==> config.mk <==
export PLATFORM = sky130hd
export DESIGN_NAME = aux_uart_boot_loader
export DESIGN_NICKNAME = d
export VERILOG_FILES = /design/src/rtl/aux_uart_boot_loader.sv
export SDC_FILE = /design/constraint.sdc
export NUM_CORES = 1
export LEC_CHECK = 0
export BUFFER_PORTS_ARGS = -buffer_cell sky130_fd_sc_hd__buf_2
export CAP_MARGIN = 40
export CORE_MARGIN = 2
export CORE_UTILIZATION = 54
export CTS_CLUSTER_SIZE = 25
export DETAILED_ROUTE_END_ITERATION = 16
export PLACE_DENSITY_LB_ADDON = 0.15
export SETUP_SLACK_MARGIN = 0.05
export SLEW_MARGIN = 5
export SYNTH_ARGS = -nofsm -noshare
export SYNTH_HDL_FRONTEND = slang
export SYNTH_SLANG_ARGS = --single-unit
==> constraint.sdc <==
create_clock -name clk -period 4.2 [get_ports clk]
set_input_delay 0.84 -clock clk [delete_from_list [all_inputs] [get_ports clk]]
set_output_delay 0.84 -clock clk [all_outputs]
set_load 0.05 [all_outputs]
==> src/rtl/aux_uart_boot_loader.sv <==
// UART (8N1) boot loader: streams a little-endian word image into program memory, then releases the MCU.
// Define BOOT_CHECKSUM_EN to require a trailing XOR checksum byte before boot is accepted.
module aux_uart_boot_loader #(
   parameter int unsigned CLK_FREQUENCY = 50000000,
   parameter int unsigned BAUD_RATE     = 115200,
   parameter int unsigned N_WORDS       = 1024,
   parameter int unsigned TIMEOUT_BITS  = 1000,
   localparam int unsigned ADDR_W       = $clog2(N_WORDS)
) (
   input  logic              clk,
   input  logic              reset_n,
   input  logic              rx,
   output logic              mem_we,
   output logic [ADDR_W-1:0] mem_waddr,
   output logic [31:0]       mem_wdata,
   output logic              cpu_reset_n,
   output logic              boot_done,
   output logic              boot_error,
   output logic              frame_error
);

   localparam int unsigned CLKS_PER_BIT = CLK_FREQUENCY / BAUD_RATE;
   localparam int unsigned CNT_W        = $clog2(CLKS_PER_BIT + 1);
   localparam int unsigned TO_CYCLES    = TIMEOUT_BITS * CLKS_PER_BIT;
   localparam int unsigned TO_W         = $clog2(TO_CYCLES + 1);
   localparam logic [CNT_W-1:0]  BIT_LAST  = CNT_W'(CLKS_PER_BIT - 1);
   localparam logic [CNT_W-1:0]  HALF_LAST = CNT_W'(CLKS_PER_BIT / 2 - 1);
   localparam logic [TO_W-1:0]   TO_LAST   = TO_W'(TO_CYCLES - 1);
   localparam logic [ADDR_W-1:0] ADDR_LAST = ADDR_W'(N_WORDS - 1);

   typedef enum logic [1:0] {RxIdle, RxStart, RxData, RxStop} rx_state_e;
`ifdef BOOT_CHECKSUM_EN
   typedef enum logic [1:0] {LdLoad, LdCheck, LdDone, LdError} ld_state_e;
`else
   typedef enum logic [1:0] {LdLoad, LdDone, LdError} ld_state_e;
`endif

   // Receiver
   rx_state_e        rx_state_q, rx_state_d;
   logic             rx_meta_q, rx_sync_q, rx_prev_q;
   logic [CNT_W-1:0] cnt_q, cnt_d;
   logic [2:0]       bit_idx_q, bit_idx_d;
   logic [7:0]       shift_q, shift_d;
   logic             byte_valid_q, byte_valid_d;
   logic             frame_error_q, frame_error_d;

   always_ff @(posedge clk) begin
      if (!reset_n) begin
         rx_meta_q     <= 1'b1;
         rx_sync_q     <= 1'b1;
         rx_prev_q     <= 1'b1;
         rx_state_q    <= RxIdle;
         cnt_q         <= '0;
         bit_idx_q     <= '0;
         shift_q       <= '0;
         byte_valid_q  <= 1'b0;
         frame_error_q <= 1'b0;
      end else begin
         rx_meta_q     <= rx;
         rx_sync_q     <= rx_meta_q;
         rx_prev_q     <= rx_sync_q;
         rx_state_q    <= rx_state_d;
         cnt_q         <= cnt_d;
         bit_idx_q     <= bit_idx_d;
         shift_q       <= shift_d;
         byte_valid_q  <= byte_valid_d;
         frame_error_q <= frame_error_d;
      end
   end

   always_comb begin
      rx_state_d    = rx_state_q;
      cnt_d         = cnt_q + 1'b1;
      bit_idx_d     = bit_idx_q;
      shift_d       = shift_q;
      byte_valid_d  = 1'b0;
      frame_error_d = 1'b0;
      case (rx_state_q)
         RxIdle: begin
            cnt_d = '0;
            if (rx_prev_q && !rx_sync_q) rx_state_d = RxStart;
         end
         RxStart: if (cnt_q == HALF_LAST) begin
            cnt_d      = '0;
            bit_idx_d  = '0;
            rx_state_d = rx_sync_q ? RxIdle : RxData;
         end
         RxData: if (cnt_q == BIT_LAST) begin
            cnt_d     = '0;
            shift_d   = {rx_sync_q, shift_q[7:1]};
            bit_idx_d = bit_idx_q + 3'd1;
            if (bit_idx_q == 3'd7) rx_state_d = RxStop;
         end
         RxStop: if (cnt_q == BIT_LAST) begin
            cnt_d      = '0;
            rx_state_d = RxIdle;
            if (rx_sync_q) byte_valid_d = 1'b1;
            else           frame_error_d = 1'b1;
         end
         default: rx_state_d = RxIdle;
      endcase
   end

   // Loader
   ld_state_e         ld_state_q, ld_state_d;
   logic [1:0]        byte_idx_q, byte_idx_d;
   logic [ADDR_W-1:0] word_cnt_q, word_cnt_d;
   logic [23:0]       data_q, data_d;
   logic              got_byte_q, got_byte_d;
   logic [TO_W-1:0]   idle_cnt_q, idle_cnt_d;
   logic              mem_we_q, mem_we_d;
   logic [ADDR_W-1:0] mem_waddr_q, mem_waddr_d;
   logic [31:0]       mem_wdata_q, mem_wdata_d;
   logic              boot_done_q, boot_error_q;
   logic              rx_active, timeout;
`ifdef BOOT_CHECKSUM_EN
   logic [7:0]        xor_q, xor_d;
`endif

   // Any line activity (low level or a byte in flight) restarts the idle timer.
   assign rx_active = (rx_state_q != RxIdle) || !rx_sync_q;
   assign timeout   = got_byte_q && !rx_active && (idle_cnt_q == TO_LAST);

   always_ff @(posedge clk) begin
      if (!reset_n) begin
         ld_state_q   <= LdLoad;
         byte_idx_q   <= '0;
         word_cnt_q   <= '0;
         data_q       <= '0;
         got_byte_q   <= 1'b0;
         idle_cnt_q   <= '0;
         mem_we_q     <= 1'b0;
         mem_waddr_q  <= '0;
         mem_wdata_q  <= '0;
         boot_done_q  <= 1'b0;
         boot_error_q <= 1'b0;
`ifdef BOOT_CHECKSUM_EN
         xor_q        <= '0;
`endif
      end else begin
         ld_state_q   <= ld_state_d;
         byte_idx_q   <= byte_idx_d;
         word_cnt_q   <= word_cnt_d;
         data_q       <= data_d;
         got_byte_q   <= got_byte_d;
         idle_cnt_q   <= idle_cnt_d;
         mem_we_q     <= mem_we_d;
         mem_waddr_q  <= mem_waddr_d;
         mem_wdata_q  <= mem_wdata_d;
         boot_done_q  <= (ld_state_q == LdDone);
         boot_error_q <= (ld_state_q == LdError);
`ifdef BOOT_CHECKSUM_EN
         xor_q        <= xor_d;
`endif
      end
   end

   always_comb begin
      ld_state_d  = ld_state_q;
      byte_idx_d  = byte_idx_q;
      word_cnt_d  = word_cnt_q;
      data_d      = data_q;
      got_byte_d  = got_byte_q;
      mem_we_d    = 1'b0;
      mem_waddr_d = mem_waddr_q;
      mem_wdata_d = mem_wdata_q;
`ifdef BOOT_CHECKSUM_EN
      xor_d       = xor_q;
`endif
      if (rx_active || !got_byte_q) idle_cnt_d = '0;
      else if (idle_cnt_q != TO_LAST) idle_cnt_d = idle_cnt_q + 1'b1;
      else idle_cnt_d = idle_cnt_q;

      case (ld_state_q)
         LdLoad: begin
            if (byte_valid_q) begin
               got_byte_d = 1'b1;
`ifdef BOOT_CHECKSUM_EN
               xor_d      = xor_q ^ shift_q;
`endif
               if (byte_idx_q == 2'd3) begin
                  mem_we_d    = 1'b1;
                  mem_waddr_d = word_cnt_q;
                  mem_wdata_d = {shift_q, data_q};
                  byte_idx_d  = '0;
                  if (word_cnt_q == ADDR_LAST) begin
`ifdef BOOT_CHECKSUM_EN
                     ld_state_d = LdCheck;
`else
                     ld_state_d = LdDone;
`endif
                  end else begin
                     word_cnt_d = word_cnt_q + 1'b1;
                  end
               end else begin
                  case (byte_idx_q)
                     2'd0:    data_d[7:0]   = shift_q;
                     2'd1:    data_d[15:8]  = shift_q;
                     default: data_d[23:16] = shift_q;
                  endcase
                  byte_idx_d = byte_idx_q + 2'd1;
               end
            end else if (timeout) begin
               ld_state_d = LdError;
            end
         end
`ifdef BOOT_CHECKSUM_EN
         LdCheck: begin
            if (byte_valid_q) ld_state_d = (shift_q == xor_q) ? LdDone : LdError;
            else if (timeout) ld_state_d = LdError;
         end
`endif
         LdDone, LdError: ;
         default: ld_state_d = LdLoad;
      endcase
   end

   assign mem_we      = mem_we_q;
   assign mem_waddr   = mem_waddr_q;
   assign mem_wdata   = mem_wdata_q;
   assign boot_done   = boot_done_q;
   assign cpu_reset_n = boot_done_q;
   assign boot_error  = boot_error_q;
   assign frame_error = frame_error_q;

endmodule

==> key figures, run 1 <==
Status
  • Status: finished, final reports clean

Yosys
  • Cells after synthesis: 608
  • Top cell type's share of synthesized area: 50.3%
  • Post-synthesis sequential area ratio: 50.3%
  • Compound-cell area share of the yosys netlist: 12.0%
  • Cell area after synthesis: 5180 um^2
  • Post-Synth Adder-Cell Area: 3.38%
  • Combinational family with the most area after synthesis: simple AND/OR/NAND/NOR gates
  • Syn Area/Cell: 8.52 um^2
  • Net Count, Synth: 625
  • Post-synth EDFFs: 0
  • Post-Synth XOR/XNOR Area: 2.71%
  • Simple logic cell fraction of the synthesized area: 24.4%
  • Top post-synthesis cells by area: dfxtp_1 50%, nand2_1 10%, a21oi_1 7.1%
  • Mux cell area share after synthesis: 3.29%
  • Ys flop type: dfxtp_1
  • Yosys warns: 0
  • Ys async rst share: 0%
  • Synth cell types: 55
  • Post-synth top area cell: dfxtp_1
  • Yosys reg bits: 130

Detailed routing
  • DRC violations left: 0
  • DRT Pass-1 Iters: 4
  • Vias per cell: 5.32
  • Routed WL: 10700 um
  • WL per Instance: 13.6 um
  • DR iter-0 viols: 207
  • Via count: 4196
  • Antenna Nets Post-Route: 0

Clocking
  • H-Tree Depth: 4
  • # resized after CTS: 0
  • Bufs on Longest Clock Path: 2
  • Post-cts hold buffer count: 0
  • Worst-Skew Late Latency: 0.52 ns
  • CTS Buf Count: 17
  • CTS tree: built
  • Root Buffer: clkbuf_8
  • Clock-pin slew on the worst setup and hold paths: 0.06 ns
  • CTS Sinks: 130
  • Post-CTS Setup Inserts: 0

Layout
  • Area Overhead vs Synth: 16.5%
  • FILL cells: 826
  • Inserted Diodes: 0
  • Fin area: 6030 um^2
  • Area of the multi-input gates: 2370 um^2
  • Fin nets: 664
  • Seq. cell area: 2600 um^2
  • Layout cells sized above 1: 14.1%

Power
  • Sw Ratio: 21.7%
  • Reg power frac: 46.3%
  • NetSw: 579 uW
  • Lkg Pwr: 0.00231 uW
  • Worst vdd ir: 0.338 mV
  • PwrDens: 443 nW/um^2
  • Internal Power: 2090 uW
  • Comb power frac: 0.9%
  • Clock power share: 52.8%
  • Overall power: 2670 uW

Timing
  • Hold Vio Cnt, Final: 0
  • Worst slew pin tran: 0.865 ns
  • Setup TNS: 0 ns
  • Max Fclk: 0.448 GHz
  • Max-Slew Margin vs Limit: 42.3%
  • Tmin final: 2.23 ns
  • Final Max Tran Viols: 0
  • Worst Clk Skew: 0.0130 ns
  • Endpoints failing setup: 0
  • RSZ-0062 raised after global routing: false
  • Final worst path period share: 53.2%
  • Hold_ws: 0.413 ns

Critical path
  • Element type at the critical path end: register
  • Kind of critical path: reg2reg
  • CP max stage delay: 0.58 ns
  • CP cell instances: ha_1 > nand3_1 > or3_1 > or4_1 > a21oi_1
  • Worst EP required: 4.64 ns
  • Crit Path Max Fanout: 11
  • Arrival time at the worst endpoint: 2.68 ns
  • Startpoint types: register
  • Slowest cell on crit path: or3_1

GRT
  • Largest net degree at the start of global routing: 89
  • Grt total ovfl: 0
  • Initial antenna violation count: 0
  • First-pass GRT wire length: 18000 um
  • Vias in the first global route: 3960
  • Tot GR Track Use: 21.6%

Hold path
  • Worst min-delay path category: reg2reg

Job
  • Max-cap violations: 0

Floorplan
  • Die Ht: 102 um
  • Starting density of the core: 55.8%
  • # rows: 35
  • Die ar.: 10400 um^2
  • Core area: 9280 um^2
  • I/O pin cnt: 50
  • Die X: 102 um

Placed design
  • Gp weighted congestion: 0.781
  • HPWL after DPL: 7000 um
  • Port bufs: 49
  • Placed Area: 5460 um^2
-- worst paths after layout --
check	startpoint	to	slack, ns	cells past startpoint
max reg2reg	idle_cnt_q[0]	idle_cnt_q[18]	1.97	5
min	rx_meta_q	rx_sync_q	0.41	1
max	idle_cnt_q[0]	idle_cnt_q[18]	1.97	5
min reg2reg	rx_meta_q	rx_sync_q	0.41	1
-- area by class of cell --
cell class	instances	share of cell area (%)
tap	129	2.68
timing repair buffer	53	4.52
multi-input combinational	431	39.3
clock buffer	18	6.93
clock inverter	14	2.57
sequential	130	43.1
inverter	14	0.871
-- power groups by stage --
stage                     clock [uW]  sequential [uW]  combinational [uW]
after CTS                       1430             1240                23.1
final                           1410             1240                23.0
after floorplan                    0             1260                18.6
after detailed placement           0             1260                23.1
after global placement             0             1260                22.7
after global routing            1490             1240                26.0
-- critical path, delay by kind of cell (launching register included) --
kind / cells / cell delay, ns
flops: 1 / 0.40
compound gates: 1 / 0.15
simple gates: 3 / 1.38
fa+ha+maj: 1 / 0.24
-- routing by layer --
layer  GRT usage [%]  wire, um  vias up
met4            8.10       154        0
met3            4.79       298       14
met5               0         0        -
li1                -         -     2157
met2            36.3      5110       57
met1            27.4      5170     1968
-- Yosys cell counts, types with 5 or more instances --
cell type / number
nand2_1: 142
buf_1: 5
dfxtp_1: 130
or3_1: 7
xnor2_1: 7
o21ai_0: 12
clkbuf_1: 19
nand3_1: 17
xor2_1: 9
mux2i_1: 17
inv_1: 13
and2_1: 7
nand4_1: 9
nor3_1: 9
a21oi_1: 73
o22ai_1: 5
ha_1: 14
nor2_1: 49
-- metrics by stage --
| stage | utilization [%] | std cells | worst slack [ns] |
|---|---|---|---|
| floorplan | - | 608 | 2.32 |
| global placement | 58.8 | 756 | 1.80 |
| detailed placement | 58.8 | 757 | 1.75 |
| CTS | 65.0 | 789 | 1.96 |
| global route | 65.0 | 789 | 1.78 |
| finish | 65.0 | 789 | 1.97 |
-- cells by family after synthesis --
family / Yosys count
simple gates: 273
flops: 130
compound gates: 111
buf+inv: 47
mux: 17
xor+xnor: 16
fa+ha+maj: 14
-- placed cells by master (no fill, tap or decap), types with 9 or more instances in the layout --
| cell type | netlist | routed |
|---|---|---|
| ha_1 | 14 | 14 |
| dfxtp_1 | 130 | 130 |
| xor2_1 | 9 | 9 |
| buf_2 | 4 | 50 |
| nor2_1 | 49 | 49 |
| clkbuf_16 | 0 | 16 |
| a21oi_1 | 73 | 73 |
| mux2i_1 | 17 | 17 |
| nand3_1 | 17 | 17 |
| o21ai_0 | 12 | 12 |
| nand2_1 | 142 | 142 |
| inv_1 | 13 | 13 |
| nor3_1 | 9 | 9 |
| nand4_1 | 9 | 9 |
-- state kept, by name, summed over array words and instances (netlist names), named ones only --
signal,flops
mem_wdata,32
data_q,24
idle_cnt_q,19
mem_waddr,10
word_cnt_q,10
cnt_q,9
shift_q,8
bit_idx_q,3
byte_idx_q,2
ld_state_q,2
boot_done,1
boot_error,1
byte_valid_q,1
frame_error,1
got_byte_q,1
mem_we,1
rx_meta_q,1
rx_prev_q,1
rx_state_q,1
rx_sync_q,1
(Power assumes the default switching activity.)
==> run 2, diff against run 1 <==
- CORE_UTILIZATION: 54 -> 53
- clock period: 4.2 -> 1.9 ns (I/O delays scaled with it)
==> key figures, run 2 (same netlist as run 1, synthesis figures left out) <==
Placed design
  • Inst Count DP: 774 (+2.2%)
  • Place WS: 0.0665 ns (-1.68 ns)
  • Gp weighted congestion: 0.872 (+12%)
  • Placed Area: 5570 um^2 (+1.9%)
  • Port bufs: 49 (unchanged)
  • HPWL after DPL: 7320 um (+4.6%)

Power
  • Worst vdd ir: 0.576 mV (+70%)
  • Reg power frac: 44.6% (-1.7 points)
  • Clock power share: 54.5% (+1.7 points)
  • PwrDens: 982 nW/um^2 (+120%)
  • Comb power frac: 0.9% (about the same)
  • Sw Ratio: 22.1% (+0.39 points)
  • Lkg Pwr: 0.00241 uW (+4.6%)
  • NetSw: 1350 uW (+130%)
  • Internal Power: 4780 uW (+130%)

Layout
  • Fin nets: 680 (+2.4%)
  • Most common cell after layout, fill and taps aside: nand2_1
  • Max reg flops: 32 (unchanged)
  • Post-Layout Cell Count: 809 (+2.5%)
  • Inserted Diodes: 0 (unchanged)
  • Layout cells sized above 1: 17.3% (+3.2 points)
  • Fin area: 6250 um^2 (+3.6%)
  • Most frequent cells in the layout: 142 x nand2_1, 128 x dfxtp_1, 73 x a21oi_1
  • Area Overhead vs Synth: 20.7%

Critical path
  • Startpoint types: register
  • Element type at the critical path end: register
  • Arrival time at the worst endpoint: 2.25 ns (-0.43 ns)
  • Worst EP required: 2.36 ns (-2.28 ns)
  • Kind of critical path: reg2reg
  • Crit Path Max Fanout: 5 (-6)
  • Worst Reg-to-Reg Cells: 5 (unchanged)

Timing
  • Post-route setup slack: 0.108 ns (-1.86 ns)
  • Final Max Tran Viols: 0 (unchanged)
  • Setup TNS: 0 ns (unchanged)
  • Worst slew pin tran: 0.844 ns (-0.0215 ns)
  • Hold_ws: 0.0261 ns (-0.387 ns)
  • Max Fclk: 0.558 GHz (+25%)
  • Hold Vio Cnt, Final: 0 (unchanged)
  • RSZ-0062 raised after global routing: true
  • Final worst path period share: 94.3% (+41 points)
  • Tmin final: 1.79 ns (-0.442 ns)
  • Endpoints failing setup: 0 (unchanged)
  • Worst Clk Skew: 0.00741 ns (-0.00562 ns)
  • Max-Slew Margin vs Limit: 43.7% (+1.4 points)

Status
  • Status: finished, final reports clean

GRT
  • Largest net degree at the start of global routing: 87 (-2.2%)
  • Vias in the first global route: 4078 (+3.0%)
  • GR Util met3: 6.51% (+1.7 points)
  • Routing usage on met1: 27.0% (-0.39 points)
  • Tot GR Track Use: 22.1% (+0.46 points)
  • GR Util met2: 36.9% (+0.52 points)
  • Initial antenna violation count: 0 (unchanged)
  • GRT Max-Usage Layer: met2
  • Grt total ovfl: 0 (unchanged)
  • First-pass GRT wire length: 18300 um (+1.6%)

Floorplan
  • Core area: 9640 um^2 (+3.8%)
  • # rows: 36 (+2.9%)
  • Starting density of the core: 53.7% (-2.1 points)
  • Die X: 103 um (+0.90%)
  • Die ar.: 10600 um^2 (+1.8%)
  • I/O pin cnt: 50 (unchanged)
  • Die Ht: 103 um (+0.90%)

Detailed routing
  • Routed WL: 11200 um (+4.7%)
  • DRT Pass-1 Iters: 4 (unchanged)
  • Via count: 4343 (+3.5%)
  • Vias per cell: 5.37 (+0.94%)
  • DR iter-0 viols: 146 (-29%)
  • Antenna Nets Post-Route: 0 (unchanged)
  • WL per Instance: 13.9 um (+2.1%)
  • DRC violations left: 0 (unchanged)

Clocking
  • Clock-pin slew on the worst setup and hold paths: 0.06 ns (about the same)
  • Worst-Skew Late Latency: 0.53 ns (about the same)
  • CTS Buf Count: 17 (unchanged)
  • CTS tree: built
  • Post-cts hold buffer count: 0 (unchanged)
  • Root Buffer: clkbuf_8
  • H-Tree Depth: 4 (unchanged)
  • CTS Sinks: 130 (unchanged)
  • Bufs on Longest Clock Path: 2 (unchanged)

Job
  • Max-cap violations: 0 (unchanged)

Hold path
  • Worst min-delay path category: in2reg
  • Hold depth: 2 (+1)
-- run 2: cell types whose count changed in the layout (fill, tap and decap cells not counted), sizes merged --
cell,delta
clkbuf,-1
or4,+1
clkinvlp,-2
bufinv,+1
buf,+15
inv,+2
-- run 2: per-layer routing --
metal / up-vias / part of all wire, %
li1: 2190 / -
met1: 2044 / 45
met2: 96 / 50
met3: 13 / 4.2
met4: 0 / 1.1
met5: - / 0
-- run 2: through the flow --
| step | util (%) | power, uW |
|---|---|---|
| 2_1_floorplan | - | 2830 |
| 3_3_place_gp | 57.7 | 2850 |
| 3_5_place_dp | 57.7 | 2850 |
| 4_1_cts | 64.1 | 6180 |
| 5_1_grt | 64.8 | 6300 |
| 6_report | 64.8 | 6140 |
-- run 2: layout make-up --
cell class	instances	area (um^2)
fill	841	3390
clock inverter	15	196
tap	133	166
sequential	130	2610
inverter	14	52.6
clock buffer	17	414
timing repair buffer	68	392
multi-input combinational	432	2420
-- run 2: power groups by stage --
| stage | Clock (uW) | Sequential, uW | Combinational, uW |
|---|---|---|---|
| finish | 3340 | 2740 | 57.5 |
| global route | 3500 | 2730 | 64.4 |
| CTS | 3390 | 2730 | 56.0 |
| detailed placement | 0 | 2790 | 55.7 |
| global placement | 0 | 2790 | 55.3 |
| floorplan | 0 | 2790 | 41.1 |
-- run 2: critical path: stages (launching register included) --
cell	delay, ns
dfxtp_1	0.37
ha_1	0.20
nand3_1	0.12
or3_4	0.43
or4_1	0.48
a21oi_1	0.14
-- run 2: timing repair --
action,4_1_cts,5_1_grt
buffers inserted,0,2
gates resized for setup,0,10
setup endpoints to repair,0,27
-- run 2: final timing paths --
check                     start        endpoint  slack (ns)
setup / recovery  idle_cnt_q[1]  idle_cnt_q[18]        0.11
hold reg to reg       rx_meta_q       rx_sync_q        0.40
hold / removal               rx       rx_meta_q        0.03
setup reg to reg  idle_cnt_q[1]  idle_cnt_q[18]        0.11
==> run 3, diff against run 2 <==
- ABC_AREA: not set -> 1
==> key figures, run 3 <==
Status
  • Status: finished, final reports clean

Floorplan
  • # rows: 36 (unchanged)
  • Core area: 9770 um^2 (+1.4%)
  • Starting density of the core: 54.8% (+1.1 points)
  • Die ar.: 10900 um^2 (+3.3%)
  • Die X: 105 um (+1.6%)
  • Die Ht: 105 um (+1.6%)
  • I/O pin cnt: 50 (unchanged)

Hold path
  • Hold depth: 2 (unchanged)
  • Hold Crit Start: rx
  • Worst min-delay path category: in2reg

Yosys
  • Synth cell types: 40 (-27%)
  • Ys flop type: dfxtp_1
  • Post-synthesis sequential area ratio: 48.6% (-1.7 points)
  • Ys async rst share: 0% (unchanged)
  • Cells after synthesis: 671 (+10%)
  • Top-count cell post-synth: dfxtp_1
  • Top post-synthesis cells by area: dfxtp_1 49%, o21ai_0 6.7%, nor2_1 6.7%
  • Net Count, Synth: 688 (+10%)
  • Cell area after synthesis: 5360 um^2 (+3.4%)
  • Yosys warns: 0 (unchanged)
  • Yosys reg bits: 130 (unchanged)
  • Top cell type's share of synthesized area: 48.6% (-1.7 points)
  • Syn Area/Cell: 7.98 um^2 (-6.3%)
  • Post-synth EDFFs: 0 (unchanged)
  • Post-synth top area cell: dfxtp_1
  • Top cells by count, synth: 130 x dfxtp_1, 95 x nor2_1, 75 x nand2_1

Timing
  • Max-Slew Margin vs Limit: 60.6% (+17 points)
  • Max Fclk: 0.595 GHz (+6.6%)
  • Worst slew pin tran: 0.590 ns (-0.254 ns)
  • Setup TNS: 0 ns (unchanged)
  • Worst Clk Skew: 0.00938 ns (+0.00197 ns)
  • RSZ-0062 raised after global routing: false
  • Endpoints failing setup: 0 (unchanged)
  • Final worst path period share: 88.5% (-5.8 points)
  • Tmin final: 1.68 ns (-0.111 ns)
  • Final Max Tran Viols: 0 (unchanged)
  • Hold Vio Cnt, Final: 0 (unchanged)
  • Hold_ws: 0.0285 ns (+0.00243 ns)

Layout
  • Post-Layout Cell Count: 865 (+6.9%)
  • Most common cell after layout, fill and taps aside: dfxtp_1
  • Max reg flops: 32 (unchanged)
  • Fin area: 6310 um^2 (+1.0%)
  • Most frequent cells in the layout: 130 x dfxtp_1, 95 x nor2_1, 75 x nand2_1
  • Fin nets: 736 (+8.2%)
  • Inserted Diodes: 0 (unchanged)
  • Layout cells sized above 1: 18.7% (+1.4 points)
  • Area Overhead vs Synth: 17.8%

Power
  • Sw Ratio: 21.1% (-1.0 points)
  • NetSw: 1330 uW (-1.6%)
  • Overall power: 6330 uW (+3.1%)
  • Comb power frac: 2.1% (+1.2 points)
  • Clock power share: 54.4% (about the same)
  • PwrDens: 1000 nW/um^2 (+2.1%)
  • Lkg Pwr: 0.00271 uW (+12%)
  • Reg power frac: 43.5% (-1.1 points)
  • Internal Power: 4990 uW (+4.4%)
  • Worst vdd ir: 0.850 mV (+48%)

Critical path
  • CP max stage delay: 0.42 ns (-0.06 ns)
  • Arrival time at the worst endpoint: 2.14 ns (-0.11 ns)
  • Element type at the critical path end: register
  • Kind of critical path: reg2reg
  • Worst EP required: 2.36 ns (about the same)
  • Slowest cell on crit path: buf_4
  • Critical path origin: ld_state_q[0]
  • Startpoint types: register
  • Crit Path Max Fanout: 55 (+50)
  • Worst Reg-to-Reg Cells: 7 (+2)
  • CP cell instances: inv_1 > ha_1 > nand2_2 > nor2_4 > buf_4 > o21ai_0 > nor2_1
  • Worst r2r src: ld_state_q[0]

Detailed routing
  • DRC violations left: 0 (unchanged)
  • Antenna Nets Post-Route: 0 (unchanged)
  • Vias per cell: 5.17 (-3.8%)
  • WL per Instance: 13.4 um (-3.2%)
  • Routed WL: 11600 um (+3.5%)
  • Via count: 4469 (+2.9%)
  • DR iter-0 viols: 215 (+47%)
  • DRT Pass-1 Iters: 6 (+2)

Clocking
  • Root Buffer: clkbuf_8
  • Bufs on Longest Clock Path: 2 (unchanged)
  • Clock-pin slew on the worst setup and hold paths: 0.06 ns (about the same)
  • H-Tree Depth: 4 (unchanged)
  • Post-cts hold buffer count: 0 (unchanged)
  • Worst-Skew Late Latency: 0.53 ns (about the same)
  • # resized after CTS: 0 (unchanged)
  • CTS Buf Count: 17 (unchanged)
  • CTS tree: built
  • Post-CTS Setup Inserts: 0 (unchanged)
  • CTS Sinks: 130 (unchanged)

GRT
  • Initial antenna violation count: 0 (unchanged)
  • First-pass GRT wire length: 19700 um (+7.4%)
  • Vias in the first global route: 4344 (+6.5%)
  • Grt total ovfl: 0 (unchanged)
  • Tot GR Track Use: 22.3% (+0.24 points)
  • Largest net degree at the start of global routing: 58 (-33%)

Job
  • Max-cap violations: 0 (unchanged)

Placed design
  • Port bufs: 49 (unchanged)
  • Placed Area: 5690 um^2 (+2.2%)
  • HPWL after DPL: 7760 um (+6.0%)
  • Gp weighted congestion: 0.856 (-1.8%)
  • Inst Count DP: 833 (+7.6%)
-- run 3: changes by cell type after synthesis, sizes merged, moves of 5 or more --
cell	previous run	this run
nor2	49	104
mux2i	17	0
o21ai	13	82
nand2	142	81
clkbuf	20	12
or3	9	0
and4	5	0
o22ai	5	0
or4	5	0
inv	14	72
nor3	9	17
nand3	17	32
or2	1	6
and2	7	0
-- run 3: power groups by stage --
stage	registers (uW)	clock network [uW]	logic, uW
2_1_floorplan	2810	0	103
3_3_place_gp	2810	0	131
3_5_place_dp	2810	0	134
4_1_cts	2750	3470	135
5_1_grt	2750	3600	154
6_report	2750	3440	134
-- run 3: metrics by stage --
| stage | util [%] | setup WS (ns) |
|---|---|---|
| 3_5_place_dp | 58.2 | 0.238 |
| 4_1_cts | 64.6 | 0.235 |
| 3_3_place_gp | 58.2 | 0.330 |
| 2_1_floorplan | - | 0.412 |
| 6_report | 64.6 | 0.219 |
| 5_1_grt | 64.6 | 0.0565 |
-- run 3: layout make-up --
class / instances / area (um^2)
sequential: 130 / 2600
fill: 879 / 3460
timing repair buffer: 55 / 290
tap: 133 / 166
multi-input combinational: 441 / 2350
clock inverter: 11 / 176
clock buffer: 21 / 449
inverter: 74 / 280
-- run 3: cells by family (layout without fill, tap and decap cells) --
| kind of cell | Yosys count | in the layout | share of synthesized area (%) |
|---|---|---|---|
| buf+inv | 100 | 161 | 7.62 |
| flops | 130 | 130 | 48.6 |
| compound gates | 161 | 161 | 15.6 |
| simple gates | 252 | 252 | 22.6 |
| fa+ha+maj | 14 | 14 | 3.27 |
| xor+xnor | 14 | 14 | 2.29 |
-- run 3: critical path: cells and delay by family (launching register included) --
family | cells | cell delay, ns
adders and majority gates | 1 | 0.19
DFF | 1 | 0.33
buffers and inverters | 2 | 0.51
AOI/OAI and AO/OA | 1 | 0.17
and+or+nand+nor | 3 | 0.41
-- run 3: per-layer routing --
metal  vias up  GRT usage, %  share of wire (%)
li1       2290             -                  -
met1      2076          26.8                 46
met2        87          38.0                 48
met3        16          5.74                4.3
met4         0          9.46                1.4
met5         -             0                  0
-- run 3: worst paths after layout --
check                                     to  slack (ns)
worst max-delay path            mem_wdata[2]        0.22
worst min-delay path               rx_meta_q        0.03
worst max register to register  mem_wdata[2]        0.22
worst min register to register     rx_sync_q        0.42
